<file path="config.mk">
export PLATFORM = sky130hd
export DESIGN_NAME = fp_addsub_pipe
export DESIGN_NICKNAME = d
export VERILOG_FILES = /design/src/rtl/fp_addsub_pipe.sv
export SDC_FILE = /design/constraint.sdc
export NUM_CORES = 1
export LEC_CHECK = 0
export BUFFER_PORTS_ARGS = -buffer_cell sky130_fd_sc_hd__buf_4
export CAP_MARGIN = 0
export CORE_ASPECT_RATIO = 1.2
export CORE_UTILIZATION = 30
export CTS_BUF_LIST = sky130_fd_sc_hd__clkbuf_8
export DETAILED_ROUTE_END_ITERATION = 16
export GPL_TIMING_DRIVEN = 0
export MAX_ROUTING_LAYER = met4
export PLACE_DENSITY = 0.52
export SYNTH_ARGS = -nofsm -noshare
export SYNTH_HDL_FRONTEND = slang
export SYNTH_SLANG_ARGS = --single-unit
</file>
<file path="constraint.sdc">
create_clock -name clk -period 10.6 [get_ports clk]
set_input_delay 1.06 -clock clk [delete_from_list [all_inputs] [get_ports clk]]
set_output_delay 1.06 -clock clk [all_outputs]
set_load 0.02 [all_outputs]
</file>
<file path="src/rtl/fp_addsub_pipe.sv">
// ---- fp_addsub_pipe : 3-stage IEEE-754 add/sub, RNE rounding, flush-to-zero, valid/ready ----
// ---- rev 1.0 ----
`timescale 1ns/1ps
`default_nettype none

module fp_addsub_pipe #(
  parameter int EXP_W = 8,
  parameter int MAN_W = 23
) (
  input  logic                   clk,
  input  logic                   reset_n,
  input  logic                   in_valid,
  output logic                   in_ready,
  input  logic                   op,
  input  logic [EXP_W+MAN_W:0]   a,
  input  logic [EXP_W+MAN_W:0]   b,
  output logic                   out_valid,
  input  logic                   out_ready,
  output logic [EXP_W+MAN_W:0]   c,
  output logic [3:0]             flags
);

  localparam int W     = 1 + EXP_W + MAN_W;
  localparam int SIG_W = MAN_W + 4;
  localparam int LZC_W = $clog2(SIG_W + 1);
  localparam logic [W-2:0] INF_MAG = {{EXP_W{1'b1}}, {MAN_W{1'b0}}};
  localparam logic [W-1:0] QNAN    = {1'b0, {EXP_W{1'b1}}, 1'b1, {(MAN_W-1){1'b0}}};

  function automatic logic [LZC_W-1:0] lzc_f(input logic [SIG_W-1:0] v);
    lzc_f = LZC_W'(SIG_W);
    for (int i = 0; i < SIG_W; i++) begin
      if (v[i]) lzc_f = LZC_W'(SIG_W - 1 - i);
    end
  endfunction

  logic w_ready1, w_ready2, w_ready3;
  logic s1_valid_q, s2_valid_q, out_valid_q;

  assign w_ready3 = !out_valid_q || out_ready;
  assign w_ready2 = !s2_valid_q  || w_ready3;
  assign w_ready1 = !s1_valid_q  || w_ready2;
  assign in_ready = w_ready1;

  // ---------------- stage 1: classify, swap, align ----------------
  logic             w_sa, w_sb, w_sx, w_sy, w_swap;
  logic [EXP_W-1:0] w_ea, w_eb, w_ex, w_ey, w_diff;
  logic [MAN_W-1:0] w_fa, w_fb, w_fx, w_fy;
  logic             w_a_zero, w_b_zero, w_a_nan, w_b_nan, w_a_snan, w_b_snan, w_a_inf, w_b_inf;
  logic [W-2:0]     w_ma, w_mb;
  logic [SIG_W-1:0] w_sigy, w_shifted, w_lost;
  logic [SIG_W-1:0] s1_sigx_d, s1_sigy_d;
  logic             s1_spec_d, s1_negz_d;
  logic [W-1:0]     s1_spec_res_d;
  logic [3:0]       s1_spec_flg_d;

  assign w_sa = a[W-1];
  assign w_sb = b[W-1] ^ op;
  assign w_ea = a[W-2:MAN_W];
  assign w_eb = b[W-2:MAN_W];
  assign w_fa = a[MAN_W-1:0];
  assign w_fb = b[MAN_W-1:0];

  assign w_a_zero = ~|w_ea;
  assign w_b_zero = ~|w_eb;
  assign w_a_nan  = (&w_ea) && (|w_fa);
  assign w_b_nan  = (&w_eb) && (|w_fb);
  assign w_a_snan = w_a_nan && !w_fa[MAN_W-1];
  assign w_b_snan = w_b_nan && !w_fb[MAN_W-1];
  assign w_a_inf  = (&w_ea) && !(|w_fa);
  assign w_b_inf  = (&w_eb) && !(|w_fb);

  // Denormals are flushed here so they order and align as zero.
  assign w_ma   = w_a_zero ? '0 : a[W-2:0];
  assign w_mb   = w_b_zero ? '0 : b[W-2:0];
  assign w_swap = w_mb > w_ma;
  assign w_sx   = w_swap ? w_sb : w_sa;
  assign w_sy   = w_swap ? w_sa : w_sb;
  assign w_ex   = w_swap ? w_mb[W-2:MAN_W]   : w_ma[W-2:MAN_W];
  assign w_ey   = w_swap ? w_ma[W-2:MAN_W]   : w_mb[W-2:MAN_W];
  assign w_fx   = w_swap ? w_mb[MAN_W-1:0]   : w_ma[MAN_W-1:0];
  assign w_fy   = w_swap ? w_ma[MAN_W-1:0]   : w_mb[MAN_W-1:0];
  assign w_diff = w_ex - w_ey;

  // Shifts of SIG_W-1 or more land the hidden bit on (or past) the sticky position.
  assign s1_sigx_d = {|w_ex, w_fx, 3'b000};
  assign w_sigy    = {|w_ey, w_fy, 3'b000};
  assign w_shifted = w_sigy >> w_diff;
  assign w_lost    = w_sigy & ~({SIG_W{1'b1}} << w_diff);
  assign s1_sigy_d = {w_shifted[SIG_W-1:1], w_shifted[0] | (|w_lost)};
  assign s1_negz_d = w_a_zero && w_b_zero && w_sa && w_sb;

  always_comb begin
    s1_spec_d     = 1'b0;
    s1_spec_res_d = '0;
    s1_spec_flg_d = 4'b0000;
    if (w_a_nan || w_b_nan) begin
      s1_spec_d     = 1'b1;
      s1_spec_res_d = QNAN;
      s1_spec_flg_d = {w_a_snan || w_b_snan, 3'b000};
    end else if (w_a_inf && w_b_inf && (w_sa != w_sb)) begin
      s1_spec_d     = 1'b1;
      s1_spec_res_d = QNAN;
      s1_spec_flg_d = 4'b1000;
    end else if (w_a_inf) begin
      s1_spec_d     = 1'b1;
      s1_spec_res_d = {w_sa, INF_MAG};
    end else if (w_b_inf) begin
      s1_spec_d     = 1'b1;
      s1_spec_res_d = {w_sb, INF_MAG};
    end
  end

  logic             s1_sign_q, s1_sub_q, s1_spec_q, s1_negz_q;
  logic [EXP_W-1:0] s1_exp_q;
  logic [SIG_W-1:0] s1_sigx_q, s1_sigy_q;
  logic [W-1:0]     s1_spec_res_q;
  logic [3:0]       s1_spec_flg_q;

  always_ff @(posedge clk or negedge reset_n) begin
    if (!reset_n) begin
      s1_valid_q    <= 1'b0;
      s1_sign_q     <= 1'b0;
      s1_sub_q      <= 1'b0;
      s1_spec_q     <= 1'b0;
      s1_negz_q     <= 1'b0;
      s1_exp_q      <= '0;
      s1_sigx_q     <= '0;
      s1_sigy_q     <= '0;
      s1_spec_res_q <= '0;
      s1_spec_flg_q <= '0;
    end else begin
      if (w_ready1) s1_valid_q <= in_valid;
      if (w_ready1 && in_valid) begin
        s1_sign_q     <= w_sx;
        s1_sub_q      <= w_sx ^ w_sy;
        s1_spec_q     <= s1_spec_d;
        s1_negz_q     <= s1_negz_d;
        s1_exp_q      <= w_ex;
        s1_sigx_q     <= s1_sigx_d;
        s1_sigy_q     <= s1_sigy_d;
        s1_spec_res_q <= s1_spec_res_d;
        s1_spec_flg_q <= s1_spec_flg_d;
      end
    end
  end

  // ---------------- stage 2: significand add/sub ----------------
  logic [SIG_W:0]   s2_sum_d, s2_sum_q;
  logic             s2_sign_q, s2_spec_q, s2_negz_q;
  logic [EXP_W-1:0] s2_exp_q;
  logic [W-1:0]     s2_spec_res_q;
  logic [3:0]       s2_spec_flg_q;

  assign s2_sum_d = s1_sub_q ? ({1'b0, s1_sigx_q} - {1'b0, s1_sigy_q})
                             : ({1'b0, s1_sigx_q} + {1'b0, s1_sigy_q});

  always_ff @(posedge clk or negedge reset_n) begin
    if (!reset_n) begin
      s2_valid_q    <= 1'b0;
      s2_sum_q      <= '0;
      s2_sign_q     <= 1'b0;
      s2_spec_q     <= 1'b0;
      s2_negz_q     <= 1'b0;
      s2_exp_q      <= '0;
      s2_spec_res_q <= '0;
      s2_spec_flg_q <= '0;
    end else begin
      if (w_ready2) s2_valid_q <= s1_valid_q;
      if (w_ready2 && s1_valid_q) begin
        s2_sum_q      <= s2_sum_d;
        s2_sign_q     <= s1_sign_q;
        s2_spec_q     <= s1_spec_q;
        s2_negz_q     <= s1_negz_q;
        s2_exp_q      <= s1_exp_q;
        s2_spec_res_q <= s1_spec_res_q;
        s2_spec_flg_q <= s1_spec_flg_q;
      end
    end
  end

  // ---------------- stage 3: normalise, round, pack ----------------
  logic [LZC_W-1:0] w_lzc;
  logic [SIG_W-1:0] w_m;
  logic [EXP_W+1:0] w_e_norm, w_e_rnd;
  logic [MAN_W+1:0] w_rnd;
  logic [MAN_W-1:0] w_frac;
  logic             w_inexact, w_rup;
  logic [W-1:0]     c_d;
  logic [3:0]       flags_d;

  assign w_lzc = lzc_f(s2_sum_q[SIG_W-1:0]);

  always_comb begin
    if (s2_sum_q[SIG_W]) begin
      w_m      = {s2_sum_q[SIG_W:2], s2_sum_q[1] | s2_sum_q[0]};
      w_e_norm = {2'b00, s2_exp_q} + {{(EXP_W+1){1'b0}}, 1'b1};
    end else begin
      w_m      = s2_sum_q[SIG_W-1:0] << w_lzc;
      w_e_norm = {2'b00, s2_exp_q} - {{(EXP_W+2-LZC_W){1'b0}}, w_lzc};
    end
  end

  assign w_inexact = |w_m[2:0];
  assign w_rup     = w_m[2] && (w_m[1] || w_m[0] || w_m[3]);
  assign w_rnd     = {1'b0, w_m[SIG_W-1:3]} + {{(MAN_W+1){1'b0}}, w_rup};
  assign w_frac    = w_rnd[MAN_W+1] ? w_rnd[MAN_W:1] : w_rnd[MAN_W-1:0];
  assign w_e_rnd   = w_e_norm + {{(EXP_W+1){1'b0}}, w_rnd[MAN_W+1]};

  // A negative exponent shows up as the top bit of the two-bit headroom.
  always_comb begin
    c_d     = '0;
    flags_d = 4'b0000;
    if (s2_spec_q) begin
      c_d     = s2_spec_res_q;
      flags_d = s2_spec_flg_q;
    end else if (s2_sum_q == '0) begin
      c_d = {s2_negz_q, {(W-1){1'b0}}};
    end else if (!w_e_rnd[EXP_W+1] && (w_e_rnd >= {2'b00, {EXP_W{1'b1}}})) begin
      c_d     = {s2_sign_q, INF_MAG};
      flags_d = 4'b0101;
    end else if (w_e_rnd[EXP_W+1] || (w_e_rnd == '0)) begin
      c_d     = {s2_sign_q, {(W-1){1'b0}}};
      flags_d = 4'b0011;
    end else begin
      c_d     = {s2_sign_q, w_e_rnd[EXP_W-1:0], w_frac};
      flags_d = {3'b000, w_inexact};
    end
  end

  logic [W-1:0] c_q;
  logic [3:0]   flags_q;

  always_ff @(posedge clk or negedge reset_n) begin
    if (!reset_n) begin
      out_valid_q <= 1'b0;
      c_q         <= '0;
      flags_q     <= '0;
    end else begin
      if (w_ready3) out_valid_q <= s2_valid_q;
      if (w_ready3 && s2_valid_q) begin
        c_q     <= c_d;
        flags_q <= flags_d;
      end
    end
  end

  assign out_valid = out_valid_q;
  assign c         = c_q;
  assign flags     = flags_q;

endmodule

`default_nettype wire

</file>
# Word level (Yosys, flattened, before mapping)
# Cells that the tools add are included.
[op_classes]
n_eq_ne = 1
magnitude_cmp = 2
mux = 57
add_sub_neg = 7
n_shift = 3
n_bitwise = 6
reduce_logical = 46
[ops]
columns = ["operator", "n"]
rows = [
  ["32-bit 2-to-1 mux", 6],
  ["5-bit 2-to-1 mux", 26],
  ["31-bit 2-to-1 mux", 4],
  ["23-bit 2-to-1 mux", 3],
  ["23-bit OR reduction", 2],
  ["8-bit OR reduction", 4],
  ["31-bit > comparator", 1],
  ["27-bit by 27-bit adder with 28-bit output", 1],
  ["28-bit logical NOT", 1],
  ["28-bit 2-to-1 mux", 1],
  ["27-bit by 27-bit subtractor with 28-bit output", 1],
  ["27-bit AND", 1],
  ["27-bit 2-to-1 mux", 1],
  ["27-bit NOT", 1],
  ["27-bit OR reduction", 1],
  ["27-bit by 5-bit left shift with 27-bit output", 1],
  ["27-bit by 8-bit left shift with 27-bit output, first input constant", 1],
  ["27-bit by 8-bit >> shifter with 27-bit output", 1],
  ["24-bit by 1-bit adder with 25-bit output", 1],
  ["1-bit logical AND", 16],
  ["8-bit 2-to-1 mux", 2],
  ["8-bit AND reduction", 2],
  ["4-bit 2-to-1 mux", 3],
  ["10-bit by 1-bit adder with 10-bit output", 1],
  ["other kinds (15)", 40],
]
[totals]
wordCells = 143
in_bits = 69
register_bits = 213

# Depth between registers and ports, before layout
# Gate-level depths: netlist of the first run.
[depth]
ltp_word = 40
mapped_depth = 29
depth_no_buf = 26

# Worst setup path before layout of the first run
# Ideal clock, no wire load.
[synth_path]
kind = "input to register"
start = "input port b[29]"
end = "register s1_sigy_q[5]"
setup_time_ns = 0.083
setup_slack_ns = 4.171
t_arrival_ns = 6.346
required_ns = 10.517
stages = 27
n_path_buf = 8
cell_sequence = "nor4_1 -> nand2_1 -> clkbuf_1 -> buf_1 -> nand2_1 -> inv_1 -> ha_1 -> o21ai_0 -> nor2_1 -> a211o_1 -> a21o_1 -> o31ai_4 -> buf_2 -> buf_4 -> buf_2 -> mux2i_1 -> ha_1 -> a221o_1 -> nor3_1 -> xnor2_1 -> clkbuf_1 -> clkbuf_1 -> clkbuf_1 -> a211oi_1 -> a2111oi_0 -> a21oi_1 -> o21ai_0"
[synth_between]
elab_chain_cells = 6
elab_cells_between_ends = 9
classes_between = "add/sub: 1; order compare: 1; shift: 1; mux: 4; reduce/logical: 2"
[synth_lines]
columns = ["element", "line_no", "rtl"]
rows = [
  ["start, declared", "16", "input logic [EXP_W+MAN_W:0] b,"],
  ["8-bit OR reduction", "64", "assign w_b_zero = ~|w_eb;"],
  ["31-bit 2-to-1 mux (*)", "74", "assign w_mb = w_b_zero ? '0 : b[W-2:0];"],
  ["31-bit > comparator", "75", "assign w_swap = w_mb > w_ma;"],
  ["8-bit 2-to-1 mux (on tied branches)", "78, 79", ""],
  ["8-bit subtractor / 8-bit OR reduction (equally long branches)", "82, 86", ""],
  ["27-bit by 8-bit >> shifter with 27-bit output (*)", "87", "assign w_shifted = w_sigy >> w_diff;"],
  ["end signal, assigned", "140", "s1_sigy_q <= s1_sigy_d;"],
  ["end, declared", "115", "logic [SIG_W-1:0] s1_sigx_q, s1_sigy_q;"],
]
# Mark *: on every way between the ends. The rest lies on a longest branch, timed or not.
# A chain may end at the register's enable or synchronous reset.

# Final worst setup path of the first run
# Ends and elaborated chain as after synthesis.

==> results of run 1 <==
-- worst paths after layout --
check / end / cells past startpoint / slack (ns)
max: s1_sigy_q[5] / 27 / 2.16
min: s1_sign_q / 2 / 0.48
max reg2reg: c[16] / 24 / 2.93
min reg2reg: s1_sign_q / 2 / 0.48
max in group asynchronous: s1_sigx_q[15] / 2 / 9.19
min in group asynchronous: c[14] / 1 / 0.54
-- cell usage after synthesis (22+ instances only) --
master,count,share of area
a211oi_1,28,0.014
a21oi_1,150,0.048
a31oi_1,29,0.012
buf_2,26,0.0084
clkbuf_1,85,0.021
dfrtp_1,147,0.24
ha_1,90,0.073
inv_1,99,0.024
mux2_2,40,0.029
mux2i_1,51,0.033
nand2_1,257,0.062
nand2b_1,22,0.0089
nand3_1,75,0.024
nand4_1,31,0.013
nor2_1,178,0.043
nor3_1,47,0.015
nor4_1,25,0.010
o211ai_1,24,0.012
o21ai_0,172,0.056
xnor2_1,40,0.023
xor2_1,26,0.015
-- tightest hold or removal path: stages, from the launching register on --
cell     delay [ns]
dfrtp_1        0.35
nand2_1        0.05
o21ai_0        0.06
-- layout make-up --
type / instances / area, um2 / share of cell area
inverter: 108 / 412 / 0.0235
tap: 644 / 806 / 0.0459
sequential: 147 / 3680 / 0.210
multi-input combinational: 1636 / 10800 / 0.615
buffer: 136 / 611 / 0.0348
timing repair buffer: 107 / 827 / 0.0471
clock buffer: 17 / 234 / 0.0133
clock inverter: 15 / 193 / 0.0110
-- routing by layer --
metal	wire [um]	GRT usage	part of all wire	vias up
met5	0	-	0	-
met4	3450	0.134	0.054	0
met3	3280	0.0275	0.051	167
met2	32400	0.440	0.50	678
met1	25300	0.281	0.39	7967
li1	-	-	-	7665
-- where the power goes --
| group | total [uW] | internal (uW) | switching [uW] |
|---|---|---|---|
| clock | 466 | 200 | 266 |
| sequential | 871 | 713 | 158 |
| combinational | 3420 | 1180 | 2240 |
-- sequential cells by signal, summed over array words and instances, names as in the netlist, 2 cells and up --
name           flops
s2_exp_q           8
flags              4
s1_spec_res_q      2
s1_exp_q           8
s2_sum_q          28
s1_sigy_q         27
s1_sigx_q         24
s2_spec_res_q      2
c                 32
-- logic make-up after synthesis --
group / after synthesis
buffers and inverters: 244
multiplexers: 108
AND/OR/NAND/NOR: 743
adder cells (fa/ha/maj): 92
AO/OA/AOI/OAI: 627
flip-flops: 147
XOR/XNOR: 66
-- cell usage in the layout, fill, tap and decap left out, types with 10 or more instances in the layout --
cell,n
nor3_1,47
buf_2,26
and2_1,14
o21ai_0,172
a22oi_1,15
a211oi_1,28
buf_4,117
nor2_1,178
a221oi_1,12
dfrtp_1,147
xor2_1,26
inv_1,99
clkbuf_1,85
buf_1,10
mux2_2,40
a21oi_1,150
nor4_1,25
o211ai_1,24
nand2b_1,22
nand2_1,257
clkbuf_8,17
o22ai_1,14
mux4_2,15
and3_1,11
nor2b_1,16
a21o_1,12
ha_1,90
nand4_1,31
nand3_1,75
o21ai_1,21
o31ai_1,14
mux2i_1,51
xnor2_1,40
a31oi_1,29
-- per-stage QoR --
stage                     setup slack (ns)  hold slack [ns]  instances
after floorplan                       4.17            0.435       2027
after global placement                1.96            0.469       2777
after detailed placement              1.92            0.466       2778
after CTS                             2.43            0.494       2810
after global routing                  1.94            0.520       2810
final                                 2.16            0.481       2810
==> out/results.ini, run 1 <==
[clock_tree]
clk_pin_slew_worst_paths_ns = 0.09
cts_tree = built
cts_htree_levels = 4
cts_buffer_depth = 2
clock_latency_ns = 0.51
cts_buffers = 17
cts-root-buf = clkbuf_8
cts_resized = 0
clkSinkCount = 147
cts_setup_buffers = 0
cts_hold_buffers = 0

[route]
wirelength_um = 64400
first_pass_iters = 5
antenna_left = 0
vias_per_cell = 5.86
drc = 0
vias = 16477
drtIter0Drc = 1219
drt-wirelength-per-cell_um = 22.9

[worst_setup_path]
critPathMaxFanout = 10
crit_slowest_cell = nor3_1
crit_path_end_kind = flip-flop
crit_required_ns = 11.02
path_buf_inv = 9
cp_data_arrival_time_ns = 8.86
critPathTopFamily = buffers and inverters
cpMostUsedCell = clkbuf_1
path_class = primary input to flip-flop
r2r_start = s2_sum_q[25]
critical-path-max-stage-delay_ns = 0.57
crit_path_start_kind = primary input
critPathLaunch = b[29]

[floorplan]
rows = 90
die_area_mm2 = 0.0526
core-area_mm2 = 0.0507
io_pins = 107
die_h_um = 251
initial_core_util = 0.306
die_x_um = 209

[worst_hold_path]
hp-start = s1_sign_q
hold_class = flip-flop to flip-flop

[global_routing]
grt_max_degree = 82
gr-total-overflow = 0
grt_pass1_wl_um = 98700
antenna_found_initial = 0
grt_pass1_vias = 16400
track_usage = 0.252

[power]
powerDensity_mw_per_mm2 = 271
vdd_drop_max_v = 0.000105
power_uw = 4760
leakagePower_uw = 0.00743

[timing]
setup_viol = 0
relSlewSlack = 0.143
setup_tns_ns = 0
max_freq_mhz = 118
skew_ns = 0.0217
worst_pin_slew_ns = 1.27
min_period_over_period = 0.796
hold_violations = 0
drv_slew = 0
rsz0062_at_grt = false
finalCriticalPeriod_ns = 8.44

[placement]
place_area_mm2 = 0.0171
dp_hpwl_um = 52200
gp_congestion = 1.01
io_buffers = 106

[finish]
post-route-util = 0.346
syn_to_final_growth_pct = 13.3
fin_area_mm2 = 0.0176
diodes = 0
fillerInstances = 5460
nets = 2314
drive_gt1_frac = 0.139

[synthesis]
synth_edf_count = 0
synth_top_family_by_area = compound AO/OA/AOI/OAI gates
synth_cell_types = 111
synth-xor-area-share = 0.0373
synth-main-ff-cell = dfrtp_1
synth-simple-area-share = 0.234
synthArstFlopShare = 1.00
avgSynthCellArea_um2 = 7.64
ys_seq_area_frac = 0.237
synth_fa_ha_area_frac = 0.0753
synth_compound_area_frac = 0.265
syn_inst = 2027
synth-seq-cells = 147
synth_nets = 2188
synth_mux_area_frac = 0.0855
netlist_area_mm2 = 0.0155
yosysWarningCount = 0

[run]
drv_cap = 0

[run_status]
status = finished, final reports clean

No activity file was read; power rests on OpenSTA's default activity.
==> run 2: changes to the inputs <==
- clock period: 10.6 -> 7.8 ns (I/O delays scaled with it)
==> run 2 against run 1 <==
Against the previous run: setup slack worse by 2.0 ns; highest routed layer unchanged; sequential power up 35%; count of clock-buffer cells in the layout unchanged; largest power group unchanged; flip-flop and latch count unchanged; final cell count up 0.14%; critical endpoint unchanged; die area unchanged; critical path depth up 1; hold slack worse by 0.22 ns; critical path type unchanged.
==> out/results.ini, run 2 (synthesis results as in run 1) <==
[floorplan]
die_area_mm2 = 0.0526  ; unchanged
initial_core_util = 0.306  ; unchanged
io_pins = 107  ; unchanged
rows = 90  ; unchanged
core-area_mm2 = 0.0507  ; unchanged
die_x_um = 209  ; unchanged
die_h_um = 251  ; unchanged

[route]
first_pass_iters = 6  ; was 5
drtIter0Drc = 1285  ; was 1219
vias_per_cell = 5.85  ; was 5.86
antenna_left = 0  ; unchanged
vias = 16473  ; about the same
wirelength_um = 64500  ; was 64400 um
drt-wirelength-per-cell_um = 22.9  ; about the same
drc = 0  ; unchanged

[global_routing]
antenna_found_initial = 0  ; unchanged
gr-total-overflow = 0  ; unchanged
grt_max_degree = 82  ; unchanged
grt_pass1_wl_um = 98700  ; unchanged
track_usage = 0.252  ; unchanged
grt_pass1_vias = 16400  ; unchanged

[worst_setup_path]
path_class = primary input to flip-flop  ; unchanged
crit_required_ns = 8.22  ; was 11.02 ns
ff2ff_path_depth = 24  ; unchanged
critPathTopFamily = buffers and inverters  ; unchanged
r2r_start = s2_sum_q[25]  ; unchanged
path_buf_inv = 10  ; was 9
critPathMaxFanout = 10  ; unchanged
crit_slowest_cell = a2111oi_0  ; was nor3_1
crit_path_start_kind = primary input  ; unchanged
crit_path_end_kind = flip-flop  ; unchanged
r2r_end = c[20]  ; was c[16]
cp_data_arrival_time_ns = 8.08  ; was 8.86 ns
cpMostUsedCell = clkbuf_1  ; unchanged
critical-path-max-stage-delay_ns = 0.61  ; was 0.57 ns
rrSetupSlack_ns = 0.17  ; was 2.93 ns

[timing]
worst_pin_slew_ns = 1.28  ; was 1.27 ns
min_period_over_period = 0.982
relSlewSlack = 0.135  ; was 0.143
skew_ns = 0.0239  ; was 0.0217 ns
setup_tns_ns = 0  ; unchanged
hold_violations = 0  ; unchanged
drv_slew = 0  ; unchanged
rsz0062_at_grt = true  ; was false
max_freq_mhz = 131
setup_viol = 0  ; unchanged
finalCriticalPeriod_ns = 7.66

[power]
powerDensity_mw_per_mm2 = 368  ; was 271 mW/mm2
p_switching_uw = 3630  ; was 2670 uW
seqPwrFrac = 0.183  ; about the same
pwr-share-clk = 0.098  ; about the same
sw_frac_of_total = 0.560  ; was 0.561
leakagePower_uw = 0.00745  ; was 0.00743 uW
internal_power_uw = 2850  ; was 2090 uW
vdd_drop_max_v = 0.000142  ; was 0.000105 V
comb_power_share = 0.719  ; about the same

[clock_tree]
cts_tree = built  ; unchanged
cts_buffers = 17  ; unchanged
cts_htree_levels = 4  ; unchanged
clkSinkCount = 147  ; unchanged
cts_buffer_depth = 2  ; unchanged
clk_pin_slew_worst_paths_ns = 0.11  ; was 0.09 ns
clock_latency_ns = 0.51  ; about the same
cts-root-buf = clkbuf_8  ; unchanged

[placement]
gp_congestion = 1.01  ; unchanged
dp.cells = 2778  ; unchanged
place_area_mm2 = 0.0171  ; unchanged
dp_hpwl_um = 52200  ; unchanged
io_buffers = 106  ; unchanged

[finish]
drive_gt1_frac = 0.142  ; was 0.139
mostFrequentLayoutCell = nand2_1  ; unchanged
post-route-util = 0.347  ; was 0.346
nets = 2318  ; was 2314
largest_reg_flops = 32  ; unchanged
diodes = 0  ; unchanged
stdcell_count = 2814  ; was 2810
fin_area_mm2 = 0.0176  ; about the same
syn_to_final_growth_pct = 13.6  ; was 13.3%
fillerInstances = 5461  ; was 5460
layout_common_cells = nand2_1 (257), nor2_1 (178), o21ai_0 (172)  ; unchanged

[worst_hold_path]
hold_class = primary input to asynchronous set/reset pin  ; was flip-flop to flip-flop

[run]
drv_cap = 0  ; unchanged

[run_status]
status = finished, final reports clean  ; unchanged

[run 2: cell count changes in the layout (fill, tap and decap cells not counted), sizes merged]
cell and change:
buf +3, clkbuf +1
[run 2: area by class of cell]
| cell class | count | area [um2] | area share |
|---|---|---|---|
| buffer | 136 | 613 | 0.0348 |
| clock buffer | 17 | 234 | 0.0133 |
| clock inverter | 15 | 193 | 0.0110 |
| inverter | 108 | 412 | 0.0234 |
| multi-input combinational | 1636 | 10800 | 0.614 |
| sequential | 147 | 3680 | 0.209 |
| tap | 644 | 806 | 0.0458 |
| timing repair buffer | 111 | 857 | 0.0487 |
[run 2: worst max path at each step]
stage,start,to,slack [ns],depth (start not counted)
after floorplan,b[29],s1_sigy_q[5],1.65,27
after global placement,b[29],s1_sigy_q[5],-0.56,27
after detailed placement,b[29],s1_sigy_q[14],-0.60,27
after CTS,b[29],s1_sigy_q[5],0.02,28
after global routing,b[29],s1_sigy_q[5],-0.08,28
final,b[29],s1_sigy_q[5],0.14,28
[run 2: repair_timing]
item | 4_1_cts | 5_1_grt
gates resized for setup | 1 | 4
endpoints found under the setup margin | 6 | 42
hold buffers | 0 | 0
buffers inserted | 0 | 4
pin swaps | 0 | 2
[run 2: per-layer routing]
| metal | GRT usage | vias to the layer above | share of wire |
|---|---|---|---|
| met3 | 0.0275 | 185 | 0.053 |
| li1 | - | 7675 | - |
| met2 | 0.440 | 682 | 0.50 |
| met5 | - | - | 0 |
| met1 | 0.281 | 7931 | 0.39 |
| met4 | 0.134 | 0 | 0.056 |
[run 2: metrics by stage]
stage	total power, uW	worst slack [ns]	hold slack [ns]
finish	6480	0.141	0.257
global route	6860	-0.0798	0.289
CTS	6400	0.0231	0.255
detailed placement	5750	-0.601	0.466
global placement	5770	-0.559	0.469
floorplan	4230	1.65	0.435
[run 2: power groups by stage]
stage          Combinational, uW  Sequential, uW  Clock (uW)
2_1_floorplan               3030            1200           0
3_3_place_gp                4570            1190           0
3_5_place_dp                4550            1200           0
4_1_cts                     4570            1180         649
5_1_grt                     4970            1210         677
6_report                    4660            1180         635
